--- config.mk ---
export PLATFORM = sky130hd
export DESIGN_NAME = seq_div
export DESIGN_NICKNAME = d
export VERILOG_FILES = /design/src/rtl/seq_div.sv
export SDC_FILE = /design/constraint.sdc
export NUM_CORES = 1
export LEC_CHECK = 0
export ABC_AREA = 1
export CORE_MARGIN = 8
export CORE_UTILIZATION = 56
export DETAILED_ROUTE_END_ITERATION = 10
export PLACE_DENSITY = 0.81
export REMOVE_ABC_BUFFERS = 1
export SETUP_SLACK_MARGIN = 0.2
export SYNTH_ARGS = -nofsm -noshare
export SYNTH_HDL_FRONTEND = slang
export SYNTH_SLANG_ARGS = --single-unit
--- constraint.sdc ---
create_clock -name clk -period 3 [get_ports clk]
set_clock_uncertainty 0.15 [all_clocks]
set_input_delay 0.6 -clock clk [delete_from_list [all_inputs] [get_ports clk]]
set_output_delay 0.6 -clock clk [all_outputs]
set_load 0.005 [all_outputs]
--- src/rtl/seq_div.sv ---
// seq_div: 32-bit unsigned restoring divider, one quotient bit per cycle.
// Fixed latency; divide-by-zero short-circuits straight to DONE.
module seq_div #(
   parameter int WIDTH = 32
) (
   input  logic             clk,
   input  logic             rst,
   input  logic             start,
   input  logic [WIDTH-1:0] A,
   input  logic [WIDTH-1:0] B,
   output logic             busy,
   output logic             done,
   output logic [WIDTH-1:0] quotient,
   output logic [WIDTH-1:0] remainder,
   output logic             div_by_zero
);

   typedef enum logic [1:0] {
      IDLE,
      CALC,
      DONE
   } state_t;

   state_t state, state_nx;

   logic [5:0]       cnt;
   logic [WIDTH-1:0] rem;
   logic [WIDTH-1:0] dvd;
   logic [WIDTH-1:0] dvs;
   logic [WIDTH:0]   sh;
   logic [WIDTH:0]   diff;
   logic [WIDTH-1:0] rem_nx;
   logic [WIDTH-1:0] dvd_nx;
   logic             qbit;
   logic             last;
   logic             take;

   // sh is the 33-bit partial remainder; a borrow out of diff means sh < dvs
   always_comb begin
      sh     = {rem, dvd[WIDTH-1]};
      diff   = sh - {1'b0, dvs};
      qbit   = ~diff[WIDTH];
      rem_nx = qbit ? diff[WIDTH-1:0] : sh[WIDTH-1:0];
      dvd_nx = {dvd[WIDTH-2:0], qbit};
      last   = (cnt == 6'(WIDTH - 1));
      take   = (state == IDLE) && start;
   end

   always_ff @(posedge clk) begin
      if (!rst) state <= IDLE;
      else      state <= state_nx;
   end

   always_comb begin
      state_nx = state;
      busy     = 1'b0;
      done     = 1'b0;
      unique case (state)
         IDLE: begin
            if (start) state_nx = (B == '0) ? DONE : CALC;
         end
         CALC: begin
            busy = 1'b1;
            if (last) state_nx = DONE;
         end
         DONE: begin
            done     = 1'b1;
            state_nx = IDLE;
         end
         default: state_nx = IDLE;
      endcase
   end

   always_ff @(posedge clk) begin
      if (!rst) begin
         cnt         <= '0;
         rem         <= '0;
         dvd         <= '0;
         dvs         <= '0;
         quotient    <= '0;
         remainder   <= '0;
         div_by_zero <= 1'b0;
      end else if (take) begin
         cnt <= '0;
         rem <= '0;
         dvd <= A;
         dvs <= B;
         if (B == '0) begin
            quotient    <= '1;
            remainder   <= A;
            div_by_zero <= 1'b1;
         end
      end else if (state == CALC) begin
         cnt <= cnt + 6'd1;
         rem <= rem_nx;
         dvd <= dvd_nx;
         if (last) begin
            quotient    <= dvd_nx;
            remainder   <= rem_nx;
            div_by_zero <= 1'b0;
         end
      end
   end

endmodule
# ---- Word level (Yosys, flattened, before mapping)
# Cells that the tools add are included.
dict set report totals {
  word_cells 47
  inputBits 67
  regBits 169
}
dict set report classes {
  n_addsub 2
  muxes 21
  bitwise_logic 2
  n_eq_ne 6
  n_reduce_logical 8
}
# operator n
set ops {}
lappend ops {{two-way mux 32 bit} 11}
lappend ops {{subtractor 33 x 32 -> 33 bit} 1}
lappend ops {{zero test 32 bit} 1}
lappend ops {{adder 6 x 1 -> 6 bit, second input constant} 1}
lappend ops {{equality test 6 x 5 -> 1 bit, second input constant} 1}
lappend ops {{two-way mux 1 bit} 6}
lappend ops {{two-way mux 2 bit} 3}
lappend ops {{inequality test 2 bit, second input constant} 2}
lappend ops {{one-hot mux 2 bit (2 select lines)} 1}
lappend ops {{nonzero test 2 bit} 2}
lappend ops {{AND reduction 3 bit} 1}
lappend ops {{equality test 2 x 1 -> 1 bit, second input constant} 1}
lappend ops {{equality test 2 bit, second input constant} 1}
lappend ops {{zero test 2 bit} 1}
lappend ops {{inequality test 2 x 1 -> 1 bit, second input constant} 1}
lappend ops {{NOT 1 bit} 2}
lappend ops {{AND reduction 2 bit} 1}
lappend ops {{OR reduction 2 bit} 1}
lappend ops {{logical AND 1 bit} 1}

# ---- Depth between registers and ports, before layout
# Gate-level depths: netlist of the first run.
dict set report depth {
  ltp_word 5
  ltp_mapped 20
  depth_no_buf 19
}

# ---- Worst setup path before layout of the first run
# No wires, ideal clock.
dict set report synth_timing {
  path_kind {register to register}
  start {reg dvd[31]}
  end {reg rem[10]}
  t_arrival_ns 2.106
  n_path_buf 1
  path_stages_with_launch 21
  setup_slack_ns 0.635
  setup_time_ns 0.109
  cell_sequence {dfxtp_1 inv_1 ha_1 fa_1 inv_1 nand2_1 nand2_1 nand3_1 nand2_2 nand2_1 nand2_2 nand2_2 nand2_2 nand2_2 nand2_4 buf_4 nand2_1 nand2_1 nand2_1 nand2_1 inv_1}
}
dict set report synth_via {
  elab_chain_len 2
}
# item line_no
set synth_rtl {}
lappend synth_rtl {{from (decl)} 28} ;# logic [WIDTH-1:0] dvd;
lappend synth_rtl {{from (signal assigned)} 96} ;# dvd <= dvd_nx;
lappend synth_rtl {{subtractor 33 x 32 -> 33 bit} 41} ;# diff = sh - {1'b0, dvs};
lappend synth_rtl {{two-way mux 32 bit} 43} ;# rem_nx = qbit ? diff[WIDTH-1:0] : sh[WIDTH-1:0];
lappend synth_rtl {{to (signal assigned)} 95} ;# rem <= rem_nx;
lappend synth_rtl {{to (decl)} 27} ;# logic [WIDTH-1:0] rem;
# No other way between the ends.
# A chain may end at the register's enable or synchronous reset.

# ---- Worst setup path in the final report of the first run
dict set report layout_timing {
  start {reg dvd[31]}
  end {reg remainder[9]}
}
dict set report layout_via {
  elab_chain_len 5
}
# item line_no
set layout_rtl {}
lappend layout_rtl {{subtractor 33 x 32 -> 33 bit} 41}
lappend layout_rtl {{two-way mux 32 bit} 43}
lappend layout_rtl {{two-way mux 32 bit} 97} ;# if (last) begin
lappend layout_rtl {{two-way mux 32 bit} 93} ;# end else if (state == CALC) begin
lappend layout_rtl {{two-way mux 32 bit} 83} ;# end else if (take) begin
lappend layout_rtl {{to (signal assigned)} 99} ;# remainder <= rem_nx;
lappend layout_rtl {{to (decl)} 14} ;# output logic [WIDTH-1:0] remainder,
# No other way between the ends. The select of a mux whose other input is x is not followed.

==> results of run 1 <==
==> kinds of logic (layout without fill, tap and decap cells) <==
| family | after synthesis | in the layout | share of synthesized area (%) |
|---|---|---|---|
| simple gates | 741 | 741 | 31.3 |
| buf+inv | 359 | 492 | 14.2 |
| compound gates | 259 | 259 | 14.4 |
| flops | 169 | 169 | 34.2 |
| fa+ha+maj | 34 | 34 | 4.38 |
| xor+xnor | 16 | 16 | 1.42 |
==> worst reg2reg max path: cells and delay by family (launching register included) <==
kind,cells,cell delay (ns)
adders and majority gates,2,0.54
buffers and inverters,3,0.33
AOI/OAI and AO/OA,1,0.08
DFF,1,0.37
and+or+nand+nor,12,1.10
==> Yosys cell counts (13+ instances only) <==
master,instances,area (sq um)
sky130_fd_sc_hd__ha_1,33,413
sky130_fd_sc_hd__a31oi_1,31,194
sky130_fd_sc_hd__o21ai_0,75,375
sky130_fd_sc_hd__xnor2_1,13,114
sky130_fd_sc_hd__nand3_1,55,275
sky130_fd_sc_hd__clkbuf_1,47,176
sky130_fd_sc_hd__inv_1,290,1090
sky130_fd_sc_hd__dfxtp_1,169,3380
sky130_fd_sc_hd__nor2_1,86,323
sky130_fd_sc_hd__o211ai_1,22,165
sky130_fd_sc_hd__a21oi_1,114,571
sky130_fd_sc_hd__nand2_1,513,1930
==> area by class of cell <==
class	count	area share, %
sequential	169	27.6
timing repair buffer	164	13.8
inverter	297	9.08
multi-input combinational	1050	42.1
tap	225	2.29
clock buffer	17	3.47
clock inverter	14	1.67
==> cell usage in the layout (no fill, tap or decap), types with 13 or more instances in the layout <==
master | Yosys | routed
sky130_fd_sc_hd__a31oi_1 | 31 | 31
sky130_fd_sc_hd__clkbuf_16 | 0 | 20
sky130_fd_sc_hd__clkdlybuf4s50_1 | 0 | 132
sky130_fd_sc_hd__a21oi_1 | 114 | 112
sky130_fd_sc_hd__nand2_1 | 513 | 509
sky130_fd_sc_hd__nand3_1 | 55 | 53
sky130_fd_sc_hd__ha_1 | 33 | 32
sky130_fd_sc_hd__o21ai_0 | 75 | 74
sky130_fd_sc_hd__o211ai_1 | 22 | 22
sky130_fd_sc_hd__buf_4 | 2 | 21
sky130_fd_sc_hd__nor2_1 | 86 | 84
sky130_fd_sc_hd__inv_1 | 290 | 289
sky130_fd_sc_hd__nand2_2 | 12 | 16
sky130_fd_sc_hd__xnor2_1 | 13 | 13
sky130_fd_sc_hd__dfxtp_1 | 169 | 168
==> flip-flops by register name, indices dropped and copies added, names as in the netlist <==
signal,cells
cnt,6
div_by_zero,1
dvd,32
dvs,32
quotient,32
rem,32
remainder,32
state,2
==> timing repair <==
item | in CTS | in global routing
pin swaps | 0 | 2
gates resized for setup | 1 | 15
endpoints found under the hold margin | 0 | 0
endpoints found under the setup margin | 1 | 65
gates cloned | 0 | 3
setup buffers | 0 | 2
==> per-stage QoR <==
step                TNS [ns]  hold WS [ns]  cells  worst slack (ns)  util [%]
finish                     0         0.316   1936             0.331      70.9
floorplan            -301.50         0.283   1516             -2.91         -
detailed placement         0         0.307   1900             0.114      66.4
global placement           0         0.297   1900             0.113      66.4
CTS                        0         0.317   1931             0.205      70.1
global route               0         0.337   1936             0.157      70.9
==> routing by layer <==
metal | GRT usage [%] | routed length [um]
met1 | 32.2 | 12900
met2 | 42.3 | 13500
met3 | 5.07 | 2190
met4 | 11.6 | 1020
met5 | 0 | 0
==> worst paths after layout <==
path / start / end / slack (ns) / cells past startpoint
worst max-delay path: dvd[31]$_SDFFE_PN0P_ / remainder[9]$_SDFFE_PN0P_ / 0.33 / 18
worst min-delay path: dvs[15]$_SDFFE_PN0P_ / dvs[15]$_SDFFE_PN0P_ / 0.32 / 2
worst max register to register: dvd[31]$_SDFFE_PN0P_ / remainder[9]$_SDFFE_PN0P_ / 0.33 / 18
worst min register to register: dvs[15]$_SDFFE_PN0P_ / dvs[15]$_SDFFE_PN0P_ / 0.32 / 2
==> power by group <==
| part | internal, W | switching [W] |
|---|---|---|
| Clock | 0.00135 | 0.00105 |
| Sequential | 0.00234 | 0.0000566 |
| Combinational | 0.000798 | 0.00140 |
==> qor_table.md, run 1 <==
| Stage | Parameter | This run |
|:---|:---|:---|
| layout | Nets@finish | 1800 |
| timing | Fmax achieved | 375 MHz |
| power and ir drop | Leak Pwr | 6.30 nW |
| detailed routing | Detailed-route via count | 10242 |
| timing | Transition time at the pin with the least slew margin | 0.561 ns |
| critical path | Cell seen most often among critical-path stages | sky130_fd_sc_hd__nand2_2 |
| layout | Area overhead of the layout relative to synthesis | 24.1% |
| critical path | Arrival time worst endpoint | 2.84 ns |
| place | Count of port buffers added during placement | 133 |
| critical path | WP buf/inv | 3 |
| timing | Final slew viol count | 0 |
| floorplanning | Floorplan die height | 149 um |
| detailed routing | Final wirelength | 29600 um |
| critical path | Critical-path top delay cell | sky130_fd_sc_hd__dfxtp_2 |
| critical path | Crit start category | flip-flop |
| synth | Yosys Warn Count | 0 |
| clock tree | Clock input transition at the sequential cells of the worst setup and hold paths | 0.07 ns |
| synth | Portion of the post-synthesis area used by sequential elements | 34.2% |
| grt | GRT Util Overall | 25.8% |
| clock tree | Total clock buffers created by CTS | 17 |
| layout | Post-Layout Inst Area | 0.0123 sq mm |
| grt | Initial antenna violation count | 0 |
| layout | Filler Cell Count | 1492 |
| timing | Hold Fails Final Rpt | 0 |
| layout | Multi-input logic area | 0.00517 sq mm |
| synth | Netlist Area Pre-Place | 0.00989 sq mm |
| timing | Time the worst path needs with I/O delays and setup | 2.67 ns |
| critical path | Type of the worst setup path | reg -> reg |
| min path | Class of the worst hold path | reg -> reg |
| critical path | Worst path top cell family by delay | simple AND/OR/NAND/NOR gates |
| detailed routing | DRC viols | 0 |
| layout | Fraction of final layout cells sized beyond drive strength 1 | 6.90% |
| detailed routing | Routed wire length per instance | 15.3 um |
| timing | Ratio of final minimum period to clock period | 89.0% |
| clock tree | Clock tree from TritonCTS | yes |
| timing | Slew Limit Headroom | 62.6% |
| critical path | Maximum fanout along the worst path | 11 |
| clock tree | Library cell used as clock root buffer | sky130_fd_sc_hd__clkbuf_16 |
| clock tree | Hold_buf cts | 0 |
| layout | Register area | 0.00338 sq mm |
| grt | Vias in the first global route | 9563 |
| detailed routing | Vias per inst | 5.29 |
| synth | Gate count of the mapped netlist | 1578 |
| critical path | Critical-path cell list | inv_2, ha_4, fa_2, inv_1, nand2_1, nand2_2, nand3_1, nand2_2, nand2_1, nand2_2, nand2_2, nand2_2, nand2_2, nand2_8, clkbuf_16, nand2_1, nand3_1, a21oi_1 |
| place | Detailed placer's ending HPWL | 21600 um |
| synth | Number of library cell types mapped by synthesis | 38 |
| synth | Number of enable-type register cells in the synthesized netlist | 0 |
| critical path | Data required time at the worst endpoint | 3.17 ns |
| status | Run status | complete, no violations |
| clock tree | Latest clock arrival within the worst-skew pair | 0.43 ns |
| clock tree | H-Tree Level Count | 4 |
| job | Count of max-cap constraint violations | 0 |
| synth | Post-synthesis register bit count | 169 |
| detailed routing | Number of nets with antenna violations after routing | 0 |
| synth | Predominant post-synthesis flop cell | sky130_fd_sc_hd__dfxtp_1 |
| grt | Maximum number of pins on one net before global-route repair | 92 |
| clock tree | Clk buf depth | 2 |
| power and ir drop | Worst vdd rail ir drop | 0.000431 V |
| layout | Antenna diodes | 0 |
| place | Total cell area at the placement stage | 0.0115 sq mm |
| critical path | Crit end category | flip-flop |
| clock tree | Total clock sinks | 169 |
| floorplanning | Die area | 0.0222 sq mm |
| timing | Setup repair after global routing missed its margin | no |
| floorplanning | Width of the die | 149 um |
| grt | Residual overflow from global routing | 0 |
| timing | Finish-stage setup viols | 0 |
| floorplanning | I/O pin count | 134 |
| grt | First-pass GRT wire length | 46800 um |
| place | Final weighted congestion of routability-driven global placement | 0.939 |
| floorplanning | Initial Utilization | 57.2% |
| detailed routing | Number of iterations in the first detailed-routing pass | 10 |
| floorplanning | Core Rows | 48 |
| power and ir drop | Total design power | 0.00700 W |
| detailed routing | Iteration-0 DRC Markers | 774 |
| synth | Average instance area after synthesis | 6.27 sq um |
| floorplanning | Core region area | 0.0173 sq mm |
| critical path | Largest stage delay on the critical path | 0.37 ns |
| synth | Share of flip-flops with an asynchronous set or reset after synthesis | 0% |
| power and ir drop | Areal power density over the cells | 570 mW/mm^2 |
Power figures use the tool's default switching activity.
==> inputs of run 2 (changes only) <==
Settings changed: ABC_CLOCK_PERIOD_IN_PS set to 3000, MAX_ROUTING_LAYER set to met4.
==> run 2 against run 1 <==
  * Global-route usage is 1.6 points higher
  * Clock power is 8% lower
  * Total power is 3.0% lower
  * Sequential cell count stayed put
  * Final cell count is 0.26% higher
  * Critical path depth stayed put
  * Clock-buffer cell count is 1 higher
  * Combinational power hardly changed
==> qor_table.md, run 2 (synthesized netlist as in run 1, its figures left out) <==
| Stage | Parameter | This run | vs previous |
|:---|:---|:---|:---|
| power and ir drop | Total design power | 0.00678 W | was 0.00700 W |
| clock tree | Clock tree from TritonCTS | yes | unchanged |
| detailed routing | Detailed-route via count | 10135 | was 10242 |
| grt | Vias in the first global route | 9645 | was 9563 |
| timing | Time the worst path needs with I/O delays and setup | 2.66 ns | was 2.67 ns |
| clock tree | Clk buf depth | 2 | unchanged |
| timing | Final slew viol count | 0 | unchanged |
| power and ir drop | Internal | 0.00426 W | was 0.00449 W |
| grt | Maximum number of pins on one net before global-route repair | 92 | unchanged |
| floorplanning | Floorplan die height | 149 um | unchanged |
| power and ir drop | Sw frac | 37.2% | was 35.8% |
| layout | Fraction of final layout cells sized beyond drive strength 1 | 7.17% | was 6.90% |
| clock tree | Clock input transition at the sequential cells of the worst setup and hold paths | 0.07 ns | about the same |
| detailed routing | Number of nets with antenna violations after routing | 0 | unchanged |
| critical path | Crit end category | flip-flop | unchanged |
| floorplanning | Core Rows | 48 | unchanged |
| min path | Startpoint of the lowest-slack hold path | dvs[22]$_SDFFE_PN0P_ | was dvs[15]$_SDFFE_PN0P_ |
| floorplanning | Width of the die | 149 um | unchanged |
| layout | Area overhead of the layout relative to synthesis | 23.7% | was 24.1% |
| place | Worst setup slack after placement | 0.0574 ns | was 0.114 ns |
| grt | Initial antenna violation count | 0 | unchanged |
| power and ir drop | Gate power share | 32.1% | was 31.4% |
| layout | Nets@finish | 1804 | was 1800 |
| power and ir drop | Leak Pwr | 6.28 nW | was 6.30 nW |
| layout | Register area | 0.00338 sq mm | unchanged |
| grt | Residual overflow from global routing | 0 | unchanged |
| job | Count of max-cap constraint violations | 0 | unchanged |
| detailed routing | Final wirelength | 29700 um | was 29600 um |
| place | Count of port buffers added during placement | 133 | unchanged |
| critical path | Worst reg2reg setup slack | 0.34 ns | was 0.33 ns |
| timing | Finish-stage setup viols | 0 | unchanged |
| place | Final weighted congestion of routability-driven global placement | 0.914 | was 0.939 |
| power and ir drop | Share of total power in sequential cells | 35.4% | was 34.3% |
| critical path | Arrival time worst endpoint | 2.89 ns | was 2.84 ns |
| power and ir drop | Areal power density over the cells | 555 mW/mm^2 | was 570 mW/mm^2 |
| detailed routing | Number of iterations in the first detailed-routing pass | 5 | was 10 |
| detailed routing | DRC viols | 0 | unchanged |
| power and ir drop | Worst vdd rail ir drop | 0.000461 V | was 0.000431 V |
| layout | Commonest non-fill, non-tap cells in the layout | sky130_fd_sc_hd__nand2_1 (508), sky130_fd_sc_hd__inv_1 (288), sky130_fd_sc_hd__dfxtp_1 (168) | was sky130_fd_sc_hd__nand2_1 (509), sky130_fd_sc_hd__inv_1 (289), sky130_fd_sc_hd__dfxtp_1 (168) |
| critical path | Crit start category | flip-flop | unchanged |
| layout | Commonest non-fill, non-tap cell in the layout | sky130_fd_sc_hd__nand2_1 | unchanged |
| floorplanning | Die area | 0.0222 sq mm | unchanged |
| clock tree | Total clock buffers created by CTS | 17 | unchanged |
| grt | GRT Util Overall | 27.4% | was 25.8% |
| timing | Ratio of final minimum period to clock period | 88.7% | was 89.0% |
| clock tree | Latest clock arrival within the worst-skew pair | 0.44 ns | was 0.43 ns |
| timing | Hold Fails Final Rpt | 0 | unchanged |
| detailed routing | Iteration-0 DRC Markers | 649 | was 774 |
| layout | Multi-input logic area | 0.00516 sq mm | was 0.00517 sq mm |
| detailed routing | Vias per inst | 5.22 | was 5.29 |
| timing | Transition time at the pin with the least slew margin | 0.666 ns | was 0.561 ns |
| clock tree | Total clock sinks | 169 | unchanged |
| power and ir drop | Clock network fraction of total power | 32.6% | was 34.4% |
| timing | Setup repair after global routing missed its margin | no | unchanged |
| place | Detailed placer's ending HPWL | 22000 um | was 21600 um |
| critical path | Maximum fanout along the worst path | 7 | was 11 |
| timing | Slew Limit Headroom | 55.6% | was 62.6% |
| layout | Antenna diodes | 0 | unchanged |
| power and ir drop | Net switching power of the design | 0.00252 W | was 0.00250 W |
| clock tree | Library cell used as clock root buffer | sky130_fd_sc_hd__clkbuf_16 | unchanged |
| timing | Post-route setup slack | 0.339 ns | was 0.331 ns |
| clock tree | H-Tree Level Count | 4 | unchanged |
| floorplanning | Core region area | 0.0173 sq mm | unchanged |
| min path | Class of the worst hold path | reg -> reg | unchanged |
| status | Run status | complete, no violations | unchanged |
| grt | First-pass GRT wire length | 47900 um | was 46800 um |
| layout | Filler Cell Count | 1527 | was 1492 |
| critical path | Data required time at the worst endpoint | 3.23 ns | was 3.17 ns |
| critical path | Reg-to-reg startpoint | dvd[31]$_SDFFE_PN0P_ | unchanged |
| floorplanning | Initial Utilization | 57.2% | unchanged |
| timing | Fmax achieved | 376 MHz | was 375 MHz |
| critical path | Critical path origin | dvd[31]$_SDFFE_PN0P_ | unchanged |
| floorplanning | I/O pin count | 134 | unchanged |
| critical path | Type of the worst setup path | reg -> reg | unchanged |
| detailed routing | Routed wire length per instance | 15.3 um | about the same |
## run 2: cell types whose count changed in the layout (fill, tap and decap cells not counted), sizes merged
cell      previous run  this run
buf                 29        35
clkinvlp             1         2
bufinv               3         0
clkbuf              20        19
clkinv               3         6
inv                304       303
## run 2: worst max-delay path, cell delays in order, from the launching register on
cell	delay (ns)
sky130_fd_sc_hd__dfxtp_2	0.36
sky130_fd_sc_hd__inv_2	0.06
sky130_fd_sc_hd__ha_4	0.16
sky130_fd_sc_hd__fa_2	0.38
sky130_fd_sc_hd__inv_2	0.07
sky130_fd_sc_hd__nand2_1	0.06
sky130_fd_sc_hd__nand2_2	0.10
sky130_fd_sc_hd__nand3_2	0.08
sky130_fd_sc_hd__nand2_2	0.09
sky130_fd_sc_hd__nand2_2	0.07
sky130_fd_sc_hd__nand2_4	0.07
sky130_fd_sc_hd__nand2_2	0.07
sky130_fd_sc_hd__nand3_1	0.11
sky130_fd_sc_hd__nand2_4	0.11
sky130_fd_sc_hd__buf_8	0.15
sky130_fd_sc_hd__buf_6	0.13
sky130_fd_sc_hd__nand2_1	0.07
sky130_fd_sc_hd__nand3_1	0.15
sky130_fd_sc_hd__a21oi_1	0.16
## run 2: worst paths after layout
path / end / depth (start not counted)
hold reg to reg: dvs[22]$_SDFFE_PN0P_ / 2
setup reg to reg: remainder[24]$_SDFFE_PN0P_ / 18
hold / removal: dvs[22]$_SDFFE_PN0P_ / 2
setup / recovery: remainder[24]$_SDFFE_PN0P_ / 18
## run 2: final cells by class
cell class / instances / share of cell area, %
inverters: 297 / 9.12
multi-input cells: 1050 / 42.2
clock buffers: 18 / 3.59
flip-flops and latches: 169 / 27.7
repair buffers: 168 / 13.9
clock inverters: 14 / 1.21
well taps: 225 / 2.30
## run 2: through the flow
step	instances	instance area, sq um	TNS (ns)	hold WS [ns]	utilization (%)
2_1_floorplan	1516	9600	-301.50	0.283	-
3_3_place_gp	1902	11500	0	0.297	66.6
3_5_place_dp	1902	11500	0	0.302	66.6
4_1_cts	1934	12100	0	0.312	70.0
5_1_grt	1941	12200	0	0.323	70.7
6_report	1941	12200	0	0.311	70.7
## run 2: routing by layer
metal	GRT usage, %	vias to the layer above	routed length, um
met1	34.1	4586	13100
met5	-	-	0
met3	4.19	60	2000
met4	12.0	0	966
li1	-	5138	-
met2	43.4	351	13700
## run 2: power groups by stage
stage	Combinational, W	Sequential (W)	Clock, W
finish	0.00218	0.00240	0.00221
global route	0.00243	0.00241	0.00231
CTS	0.00207	0.00240	0.00221
detailed placement	0.00205	0.00245	0
global placement	0.00203	0.00244	0
floorplan	0.00138	0.00243	0
## run 2: timing repair
item,CTS,global route
endpoints found under the setup margin,27,56
gates resized for setup,2,17
cloned,0,1
pin swaps,0,7
hold buffers,0,0
hold endpoints to repair,0,0
buffers inserted,0,6
==> inputs of run 3 (changes only) <==
Settings changed: PLACE_DENSITY 0.81 to 0.87, SKIP_CTS_REPAIR_TIMING set to 1.
==> run 3 against run 2 <==
  * Via count grew 1.2%
  * Fmax hardly changed
  * Register-to-register slack about the same
==> qor_table.md, run 3 (synthesized netlist as in run 1, its figures left out) <==
| Stage | Parameter | This run | vs previous |
|:---|:---|:---|:---|
| critical path | Crit end category | flip-flop | unchanged |
| detailed routing | Number of nets with antenna violations after routing | 0 | unchanged |
| layout | Commonest non-fill, non-tap cells in the layout | sky130_fd_sc_hd__nand2_1 (509), sky130_fd_sc_hd__inv_1 (289), sky130_fd_sc_hd__dfxtp_1 (168) | was sky130_fd_sc_hd__nand2_1 (508), sky130_fd_sc_hd__inv_1 (288), sky130_fd_sc_hd__dfxtp_1 (168) |
| detailed routing | Number of iterations in the first detailed-routing pass | 5 | unchanged |
| clock tree | Latest clock arrival within the worst-skew pair | 0.44 ns | about the same |
| clock tree | Clock input transition at the sequential cells of the worst setup and hold paths | 0.08 ns | was 0.07 ns |
| job | Count of max-cap constraint violations | 0 | unchanged |
| detailed routing | DRC viols | 0 | unchanged |
| detailed routing | Metal3 WL | 1860 um | was 2000 um |
| clock tree | Total clock sinks | 169 | unchanged |
| clock tree | Clk buf depth | 2 | unchanged |
| critical path | Type of the worst setup path | reg -> reg | unchanged |
| floorplanning | Initial Utilization | 57.2% | unchanged |
| timing | Hold Fails Final Rpt | 0 | unchanged |
| detailed routing | Routed wire length per instance | 15.4 um | was 15.3 um |
| critical path | Depth of the critical timing path with buffers and inverters included | 15 | was 18 |
| clock tree | H-Tree Level Count | 4 | unchanged |
| detailed routing | Detailed-route via count | 10261 | was 10135 |
| place | Total cell area at the placement stage | 0.0115 sq mm | about the same |
| layout | Nets@finish | 1803 | was 1804 |
| place | Count of port buffers added during placement | 133 | unchanged |
| detailed routing | Iteration-0 DRC Markers | 914 | was 649 |
| layout | Non-filler cells, final | 1940 | was 1941 |
| layout | Antenna diodes | 0 | unchanged |
| timing | Slew Limit Headroom | 66.9% | was 55.6% |
| detailed routing | Routed metal-1 wire length | 12900 um | was 13100 um |
| critical path | Maximum fanout along the worst path | 6 | was 7 |
| detailed routing | Top layer reached by signal wires | met4 | unchanged |
| timing | Time the worst path needs with I/O delays and setup | 2.66 ns | about the same |
| critical path | Worst path top cell family by delay | simple AND/OR/NAND/NOR gates | unchanged |
| min path | Worst hold path stage count | 2 | unchanged |
| critical path | WP buf/inv | 3 | was 4 |
| timing | Setup repair after global routing missed its margin | no | unchanged |
| place | Final weighted congestion of routability-driven global placement | 0.950 | was 0.914 |
| critical path | Critical-path top delay cell | sky130_fd_sc_hd__ha_1 | was sky130_fd_sc_hd__fa_2 |
| critical path | Largest stage delay on the critical path | 0.40 ns | was 0.38 ns |
| layout | Final core occ | 70.8% | was 70.7% |
| detailed routing | WL met2 | 14100 um | was 13700 um |
| layout | Register area | 0.00338 sq mm | unchanged |
| layout | Post-Layout Inst Area | 0.0123 sq mm | was 0.0122 sq mm |
| power and ir drop | Areal power density over the cells | 554 mW/mm^2 | was 555 mW/mm^2 |
| clock tree | Clock tree from TritonCTS | yes | unchanged |
| floorplanning | Width of the die | 149 um | unchanged |
| timing | Fmax achieved | 376 MHz | about the same |
| critical path | Data required time at the worst endpoint | 3.17 ns | was 3.23 ns |
| clock tree | Total clock buffers created by CTS | 17 | unchanged |
| place | Detailed placer's ending HPWL | 22100 um | was 22000 um |
| timing | Final slew viol count | 0 | unchanged |
| grt | GRT Util Overall | 27.0% | was 27.4% |
| grt | Vias in the first global route | 9786 | was 9645 |
| critical path | Crit start category | flip-flop | unchanged |
| grt | Residual overflow from global routing | 0 | unchanged |
| power and ir drop | Leak Pwr | 6.30 nW | was 6.28 nW |
| status | Run status | complete, no violations | unchanged |
| floorplanning | I/O pin count | 134 | unchanged |
| timing | Transition time at the pin with the least slew margin | 0.496 ns | was 0.666 ns |
| floorplanning | Core Rows | 48 | unchanged |
| place | Post-Place Cells | 1903 | was 1902 |
| timing | Finish-stage setup viols | 0 | unchanged |
| layout | Multi-input logic area | 0.00515 sq mm | was 0.00516 sq mm |
| floorplanning | Core region area | 0.0173 sq mm | unchanged |
| critical path | Critical-path cell list | inv_1, ha_1, nand2_1, nor2_2, inv_2, nor3_2, and2_1, nand2_4, nand2_2, nand2_2, nand2_4, buf_12, nand2_1, nand3_1, a21oi_1 | was inv_2, ha_4, fa_2, inv_2, nand2_1, nand2_2, nand3_2, nand2_2, nand2_2, nand2_4, nand2_2, nand3_1, nand2_4, buf_8, buf_6, nand2_1, nand3_1, a21oi_1 |
| layout | Filler Cell Count | 1462 | was 1527 |
| floorplanning | Die area | 0.0222 sq mm | unchanged |
| detailed routing | Vias per inst | 5.29 | was 5.22 |
| min path | Class of the worst hold path | reg -> reg | unchanged |
| detailed routing | Final wirelength | 29800 um | was 29700 um |
| clock tree | Library cell used as clock root buffer | sky130_fd_sc_hd__clkbuf_16 | unchanged |
| grt | Initial antenna violation count | 0 | unchanged |
| critical path | Path depth of the worst reg2reg path | 15 | was 18 |
| timing | Ratio of final minimum period to clock period | 88.7% | about the same |
| layout | Area overhead of the layout relative to synthesis | 23.9% | was 23.7% |
| critical path | Arrival time worst endpoint | 2.83 ns | was 2.89 ns |
| grt | Maximum number of pins on one net before global-route repair | 92 | unchanged |
| layout | Fraction of final layout cells sized beyond drive strength 1 | 7.17% | about the same |
| timing | Final total negative setup slack | 0 ns | unchanged |
| floorplanning | Floorplan die height | 149 um | unchanged |
| grt | First-pass GRT wire length | 47500 um | was 47900 um |
| power and ir drop | Worst vdd rail ir drop | 0.000494 V | was 0.000461 V |
| layout | Commonest non-fill, non-tap cell in the layout | sky130_fd_sc_hd__nand2_1 | unchanged |
[run 3: cell types whose count changed in the layout (fill, tap and decap cells not counted), moves of 2 or more]
cell and change:
sky130_fd_sc_hd__nand3_2 -2, sky130_fd_sc_hd__a21oi_1 -2, sky130_fd_sc_hd__nand3_1 +2, sky130_fd_sc_hd__a21oi_2 +2, sky130_fd_sc_hd__clkinvlp_4 -2, sky130_fd_sc_hd__ha_2 +2, sky130_fd_sc_hd__clkinv_8 +3
[run 3: path summary, 6_finish.rpt]
check,start,endpoint,slack [ns]
worst min register to register,dvs[24]$_SDFFE_PN0P_,dvs[24]$_SDFFE_PN0P_,0.32
worst max-delay path,dvs[24]$_SDFFE_PN0P_,remainder[9]$_SDFFE_PN0P_,0.34
worst max register to register,dvs[24]$_SDFFE_PN0P_,remainder[9]$_SDFFE_PN0P_,0.34
worst min-delay path,dvs[24]$_SDFFE_PN0P_,dvs[24]$_SDFFE_PN0P_,0.32
[run 3: power by group]
group	internal, W	switching (W)
combinational	0.000777	0.00138
sequential	0.00234	0.0000583
clock	0.00113	0.00110
total	0.00425	0.00254
[run 3: per-layer routing]
layer / vias to the layer above / track usage, %
met5: - / -
met4: 0 / 11.3
met3: 60 / 4.37
met2: 407 / 44.5
met1: 4666 / 32.3
li1: 5128 / -
[run 3: worst min-delay path, delay by kind of cell, from the launching register on]
family	cells	cell delay, ns
flops	1	0.30
buf+inv	1	0.06
compound gates	1	0.06
[run 3: layout make-up]
cell class	instances	area share, %
multi-input combinational	1050	42.1
sequential	169	27.6
timing repair buffer	167	14.0
inverter	297	9.10
clock buffer	17	3.47
tap	225	2.30
clock inverter	15	1.45
[run 3: metrics by stage]
| step | total power (W) | hold slack (ns) | worst slack [ns] |
|---|---|---|---|
| 2_1_floorplan | 0.00381 | 0.283 | -2.91 |
| 3_3_place_gp | 0.00444 | 0.296 | -0.0338 |
| 3_5_place_dp | 0.00447 | 0.305 | -0.0349 |
| 4_1_cts | 0.00668 | 0.319 | 0.191 |
| 5_1_grt | 0.00715 | 0.341 | 0.196 |
| 6_report | 0.00678 | 0.315 | 0.338 |
